$ cat src/rtl/huffman_pkg.sv
// Shared types and constants for the 4-symbol Huffman code generator.
// Symbols A..D map to leaf-mask bits 0..3 and to nibble/field 0..3 of the
// packed CODE/LEN outputs.
package huffman_pkg;

    localparam int NUM_SYM   = 4;
    localparam int ENTRY_W   = 8;
    localparam int TAG_W     = 4;
    localparam int COUNT_W   = 4;
    localparam int WEIGHT_W  = 6;
    localparam int CODE_W    = 4;
    localparam int LEN_W     = 2;

    // Three merges reduce four leaves to one root; the counter runs 0..2
    localparam int MERGE_COUNT = NUM_SYM - 1;

    localparam logic [TAG_W-1:0] TAG_A = 4'hA;
    localparam logic [TAG_W-1:0] TAG_B = 4'hB;
    localparam logic [TAG_W-1:0] TAG_C = 4'hC;
    localparam logic [TAG_W-1:0] TAG_D = 4'hD;

    typedef struct packed {
        logic [WEIGHT_W-1:0] weight;
        logic [NUM_SYM-1:0]  mask;
    } node_t;

    // Filler for list slots that no longer hold a live node; its weight
    // exceeds any reachable sum (max 60) so insertion always lands before it
    localparam node_t EMPTY_NODE = {{WEIGHT_W{1'b1}}, {NUM_SYM{1'b0}}};

    typedef enum logic [1:0] {
        IDLE,
        LOAD,
        MERGE,
        FINISH
    } state_t;

    // One-hot leaf mask for a tag; unknown tags give an empty mask
    function automatic logic [NUM_SYM-1:0] tag_to_mask(input logic [TAG_W-1:0] tag);
        logic [NUM_SYM-1:0] m;
        case (tag)
            TAG_A:   m = 4'b0001;
            TAG_B:   m = 4'b0010;
            TAG_C:   m = 4'b0100;
            TAG_D:   m = 4'b1000;
            default: m = 4'b0000;
        endcase
        return m;
    endfunction

endpackage

$ cat src/rtl/huff_node_insert.sv
// Stable insertion of one node into a 3-entry weight-sorted list. The new
// node goes after every entry whose weight is less than or equal to its own.
module huff_node_insert
    import huffman_pkg::*;
(
    input  node_t list_in  [NUM_SYM-1],
    input  node_t node_in,
    output node_t list_out [NUM_SYM]
);

    logic [NUM_SYM-2:0] le;

    // Entries at or below the new weight form a prefix; shift the rest up by one
    always_comb begin
        for (int i = 0; i < NUM_SYM - 1; i++) begin
            le[i] = (list_in[i].weight <= node_in.weight);
        end
        list_out[0] = le[0] ? list_in[0] : node_in;
        list_out[1] = le[1] ? list_in[1] : (le[0] ? node_in : list_in[0]);
        list_out[2] = le[2] ? list_in[2] : (le[1] ? node_in : list_in[1]);
        list_out[3] = le[2] ? node_in : list_in[2];
    end

endmodule

$ cat src/rtl/huffman_code_gen.sv
// Huffman code generator for four symbols A..D. A sorted weight list is
// latched on start, merged three times (two lightest nodes per cycle), and
// the resulting codes/lengths are published with a one-cycle done pulse.
// Optional feature: define HUFF_INPUT_CHECK_EN to validate tags and ordering
// during LOAD and report rejected input through err.
module huffman_code_gen
    import huffman_pkg::*;
(
    input  logic                        clk,
    input  logic                        rst,
    input  logic                        start,
    input  logic [NUM_SYM*ENTRY_W-1:0]  sort_in,
    output logic                        busy,
    output logic                        done,
    output logic [NUM_SYM*CODE_W-1:0]   code_out,
    output logic [NUM_SYM*LEN_W-1:0]    len_out,
    output logic                        err
);

    state_t                       state;
    logic [NUM_SYM*ENTRY_W-1:0]   sort_reg;
    node_t                        list      [NUM_SYM];
    logic [CODE_W-1:0]            code_work [NUM_SYM];
    logic [LEN_W-1:0]             len_work  [NUM_SYM];
    logic [1:0]                   merge_cnt;

    node_t                        load_list   [NUM_SYM];
    node_t                        rest        [NUM_SYM-1];
    node_t                        merged_node;
    node_t                        merged_list [NUM_SYM];
    logic [CODE_W-1:0]            code_nxt    [NUM_SYM];
    logic [LEN_W-1:0]             len_nxt     [NUM_SYM];
    logic [NUM_SYM*CODE_W-1:0]    code_pack;
    logic [NUM_SYM*LEN_W-1:0]     len_pack;

    // Decode the latched entries into leaf nodes with zero-extended weights
    always_comb begin
        for (int i = 0; i < NUM_SYM; i++) begin
            load_list[i].weight = {{(WEIGHT_W-COUNT_W){1'b0}},
                                   sort_reg[i*ENTRY_W+TAG_W +: COUNT_W]};
            load_list[i].mask   = tag_to_mask(sort_reg[i*ENTRY_W +: TAG_W]);
        end
    end

    // One merge step: combine the two lightest nodes and extend leaf codes
    always_comb begin
        merged_node.weight = list[0].weight + list[1].weight;
        merged_node.mask   = list[0].mask | list[1].mask;
        rest[0] = list[2];
        rest[1] = list[3];
        rest[2] = EMPTY_NODE;
        code_pack = '0;
        len_pack  = '0;
        for (int s = 0; s < NUM_SYM; s++) begin
            code_nxt[s] = code_work[s];
            len_nxt[s]  = len_work[s];
            if (list[0].mask[s]) begin
                code_nxt[s][len_work[s]] = 1'b0;
                len_nxt[s] = len_work[s] + LEN_W'(1);
            end else if (list[1].mask[s]) begin
                code_nxt[s][len_work[s]] = 1'b1;
                len_nxt[s] = len_work[s] + LEN_W'(1);
            end
            code_pack[s*CODE_W +: CODE_W] = code_nxt[s];
            len_pack[s*LEN_W +: LEN_W]    = len_nxt[s];
        end
    end

    huff_node_insert u_insert (
        .list_in  (rest),
        .node_in  (merged_node),
        .list_out (merged_list)
    );

`ifdef HUFF_INPUT_CHECK_EN
    logic input_ok;
    logic err_reg;

    // Accept only a full A..D tag set (OR of one-hot masks) in non-decreasing weight order
    always_comb begin
        input_ok = ((load_list[0].mask | load_list[1].mask |
                     load_list[2].mask | load_list[3].mask) == {NUM_SYM{1'b1}});
        for (int i = 0; i < NUM_SYM - 1; i++) begin
            if (load_list[i].weight > load_list[i+1].weight) begin
                input_ok = 1'b0;
            end
        end
    end

    assign err = err_reg;
`else
    assign err = 1'b0;
`endif

    // Control FSM with registered outputs; results publish on entry to FINISH
    always_ff @(posedge clk) begin
        if (rst) begin
            state     <= IDLE;
            busy      <= 1'b0;
            done      <= 1'b0;
            code_out  <= '0;
            len_out   <= '0;
            sort_reg  <= '0;
            merge_cnt <= '0;
            for (int i = 0; i < NUM_SYM; i++) begin
                list[i]      <= EMPTY_NODE;
                code_work[i] <= '0;
                len_work[i]  <= '0;
            end
`ifdef HUFF_INPUT_CHECK_EN
            err_reg   <= 1'b0;
`endif
        end else begin
            done <= 1'b0;
            case (state)
                IDLE: begin
                    if (start) begin
                        sort_reg <= sort_in;
                        busy     <= 1'b1;
                        state    <= LOAD;
                    end
                end
                LOAD: begin
                    merge_cnt <= '0;
                    for (int i = 0; i < NUM_SYM; i++) begin
                        list[i]      <= load_list[i];
                        code_work[i] <= '0;
                        len_work[i]  <= '0;
                    end
`ifdef HUFF_INPUT_CHECK_EN
                    if (!input_ok) begin
                        state    <= FINISH;
                        busy     <= 1'b0;
                        done     <= 1'b1;
                        err_reg  <= 1'b1;
                        code_out <= '0;
                        len_out  <= '0;
                    end else begin
                        state    <= MERGE;
                    end
`else
                    state <= MERGE;
`endif
                end
                MERGE: begin
                    merge_cnt <= merge_cnt + 2'd1;
                    for (int i = 0; i < NUM_SYM; i++) begin
                        list[i]      <= merged_list[i];
                        code_work[i] <= code_nxt[i];
                        len_work[i]  <= len_nxt[i];
                    end
                    if (merge_cnt == 2'(MERGE_COUNT - 1)) begin
                        state    <= FINISH;
                        busy     <= 1'b0;
                        done     <= 1'b1;
                        code_out <= code_pack;
                        len_out  <= len_pack;
`ifdef HUFF_INPUT_CHECK_EN
                        err_reg  <= 1'b0;
`endif
                    end
                end
                FINISH: begin
                    state <= IDLE;
                end
                default: begin
                    state <= IDLE;
                end
            endcase
        end
    end

endmodule

$ cat config.mk
export PLATFORM = sky130hd
export DESIGN_NAME = huffman_code_gen
export DESIGN_NICKNAME = d
export VERILOG_FILES = /design/src/rtl/huffman_pkg.sv /design/src/rtl/huff_node_insert.sv /design/src/rtl/huffman_code_gen.sv
export SDC_FILE = /design/constraint.sdc
export NUM_CORES = 1
export LEC_CHECK = 0
export CELL_PAD_IN_SITES_DETAIL_PLACEMENT = 0
export CELL_PAD_IN_SITES_GLOBAL_PLACEMENT = 1
export CORE_ASPECT_RATIO = 0.7
export CORE_MARGIN = 5
export CORE_UTILIZATION = 44
export DETAILED_ROUTE_END_ITERATION = 16
export HOLD_SLACK_MARGIN = 0.1
export PLACE_DENSITY_LB_ADDON = 0.1
export SYNTH_ARGS = -nofsm -noshare
export SYNTH_HDL_FRONTEND = slang
export SYNTH_SLANG_ARGS = --single-unit
$ cat constraint.sdc
create_clock -name clk -period 4.7 [get_ports clk]
set_clock_uncertainty 0.2 [all_clocks]
set_input_delay 0.94 -clock clk [delete_from_list [all_inputs] [get_ports clk]]
set_output_delay 0.94 -clock clk [all_outputs]
set_load 0.05 [all_outputs]
==> summary.md <==
| Metric | Value |
|---|---|
| Max_cap viols | `0` |
| Grt ovf | `0` |
| Starting density of the core | `44.5%` |
| Number of antenna violations at the first check in global routing | `0` |
| Top cells by area, synth | `edfxtp_1 27%, dfxtp_1 23%, a21oi_1 7.7%` |
| Crit path time final | `4.22 ns` |
| Final Hold Viols | `0` |
| Vias | `4865` |
| Rows | `36` |
| Area growth from synthesis to layout | `21.6%` |
| EDFF count, synth | `55` |
| Mapped Area | `0.00614 mm^2` |
| Post-synth top area cell | `edfxtp_1` |
| CP max FO | `9` |
| Final core occ | `54.2%` |
| Post-CTS Setup Repair Bufs | `0` |
| Measured slew at the worst slew-check pin | `1.05 ns` |
| TritonCTS Buffers | `17` |
| CP Class | `flip-flop to flip-flop` |
| Area fraction of the dominant cell type after synthesis | `26.9%` |
| Pwr Total | `5.53 mW` |
| Total GRT Usage | `20.5%` |
| Largest register FFs | `39` |
| Main synth FF type | `dfxtp_1` |
| Die area | `0.0164 mm^2` |
| CTS tree | `done` |
| Net Sw Power | `2.22 mW` |
| Vias in the first global route | `4832` |
| Largest net degree at the start of global routing | `59` |
| Placed instance count | `860` |
| Status | `finished, final reports clean` |
| Max_slew headroom | `30.2%` |
| Placement Setup Slack | `0.565 ns` |
| # diodes | `0` |
| Logic gate share of total power | `45.2%` |
| Sequential area share after synthesis | `49.7%` |
| Fmax | `237 MHz` |
| Max Buffers Root-to-Sink | `2` |
| H-tree levels | `4` |
| Fraction of layout instances using a drive strength above 1 | `7.55%` |
| Distinct cells, synth | `52` |
| # hold bufs at CTS | `0` |
| Clock Power Share | `24.1%` |
| Hold Crit Class | `flip-flop to flip-flop` |
| Final worst slack | `0.482 ns` |
| Int Power | `3.31 mW` |
| GP Congestion | `0.885` |
| YS warnings | `0` |
| Avg Vias per Cell | `5.45` |
| Routed len/inst | `17.5 um` |
| Ports | `62` |
| IO buf count | `60` |
| Nets | `758` |
| WP data arrival | `4.18 ns` |
| Switching share of power | `40.1%` |
| RSZ-0062 raised after global routing | `no` |
| Sink Count | `125` |
| Clock Latency Late Sink | `0.42 ns` |
| Power per cell area | `741 mW/mm^2` |
| Reg clk slew, reported paths | `0.06 ns` |
| DR DRC count | `0` |
| DIE WIDTH | `151 um` |
| Clk root buf | `clkbuf_16` |
| Async S/R FF share, synth | `0%` |
| Most common cell in the synthesized netlist | `a21oi_1` |
| Cell count after synthesis | `641` |
| Fin cells | `892` |
| Seq cells post-synth | `125` |
| Iter 0 DRT Violations | `372` |
| Setup TNS | `0 ns` |
| DRT antenna net count | `0` |
| Final wirelength | `15.6 mm` |
| Post_cts resized | `0` |
| Lkg Pwr | `2.75 nW` |
| Post-synthesis average cell area | `9.57 um^2` |
| Period utilization | `89.7%` |
| DP Wirelength | `11.3 mm` |
| Startpoint types | `flip-flop` |
| Sequential Power Share | `30.7%` |
| Synth cell count leaders | `94 x a21oi_1, 90 x nand2_1, 72 x nor2_1` |
| Die H | `109 um` |
| CP Data Required Time | `4.66 ns` |
| Core area | `0.0138 mm^2` |
| Drt pass-1 iters | `5` |
| Critical Path Sink Type | `flip-flop` |
| First-pass GRT wire length | `25.8 mm` |
| Syn nets | `710` |
| Max Slew Vio Count | `0` |
| Count of final setup violators | `0` |
| Worst IR drop on VDD | `0.403 mV` |
[kinds of logic (layout without fill, tap and decap cells)]
logic type / after synthesis / after routing / share of synthesized area (%)
simple gates: 204 / 204 / 14.5
flops: 125 / 125 / 49.7
buf+inv: 61 / 122 / 4.14
fa+ha+maj: 38 / 38 / 7.75
xor+xnor: 10 / 10 / 1.67
mux: 27 / 27 / 4.73
compound gates: 175 / 175 / 17.4
other cells: 1 / 1 / 0.0611
[final timing paths]
check	to	slack [ns]	cells after the start	startpoint
worst max-delay path	list[1][1]	0.48	12	list[1][5]
worst min-delay path	len_out[4]	0.25	2	len_out[4]
worst max register to register	list[1][1]	0.48	12	list[1][5]
worst min register to register	len_out[4]	0.25	2	len_out[4]
[cell usage in the layout, fill, tap and decap left out, types with 4 or more instances in the layout]
cell type,synthesis,layout
mux2_4,4,4
a221o_1,4,4
nand2_1,90,90
a21o_1,4,4
clkbuf_16,0,20
o21ai_0,12,12
buf_4,1,5
o32ai_1,6,6
or3_1,10,10
inv_1,25,25
a21oi_1,94,94
nand2b_1,5,5
mux2i_1,23,23
clkdlybuf4s50_1,0,59
clkinv_2,0,4
a211oi_1,29,29
ha_1,33,33
or2_2,5,5
o22ai_1,9,9
nor2_1,72,72
nand4b_1,4,4
xnor2_1,6,6
dfxtp_1,70,70
edfxtp_1,55,55
[critical path: stages (launching register included)]
cell	delay, ns
edfxtp_1	0.42
ha_1	0.33
a211oi_1	0.31
nor2_1	0.09
a21oi_1	0.34
inv_1	0.15
ha_1	0.33
and4_1	0.18
a21oi_1	0.22
maj3_2	0.30
maj3_2	0.40
mux2_4	0.34
a221o_1	0.33
[power by group through the flow]
stage | sequential (mW) | clock, mW | combinational (mW)
final | 1.69 | 1.33 | 2.50
after global routing | 1.73 | 1.40 | 2.75
after CTS | 1.69 | 1.35 | 2.48
after detailed placement | 1.71 | 0 | 2.47
after global placement | 1.71 | 0 | 2.43
after floorplan | 1.61 | 0 | 1.99
[final cells by class]
class | instances | area (um^2)
Clock buffer | 24 | 546
Clock inverter | 8 | 71.3
Fill cell | 1263 | 6320
Inverter | 25 | 93.8
Multi-Input combinational cell | 455 | 2830
Sequential cell | 125 | 3050
Tap cell | 190 | 238
Timing Repair Buffer | 65 | 633
[through the flow]
step / instance area, um^2 / hold WS [ns]
floorplan: 6140 / 0.232
global placement: 6850 / 0.242
detailed placement: 6850 / 0.245
CTS: 7460 / 0.253
global route: 7460 / 0.276
finish: 7460 / 0.249
[routing by layer]
layer	part of all wire (%)	global-route usage (%)
met3	6.3	5.53
met4	1.2	6.66
met1	52	30.7
met2	40	28.4
met5	0	0
Note: power is estimated with default switching activity, not from simulation.
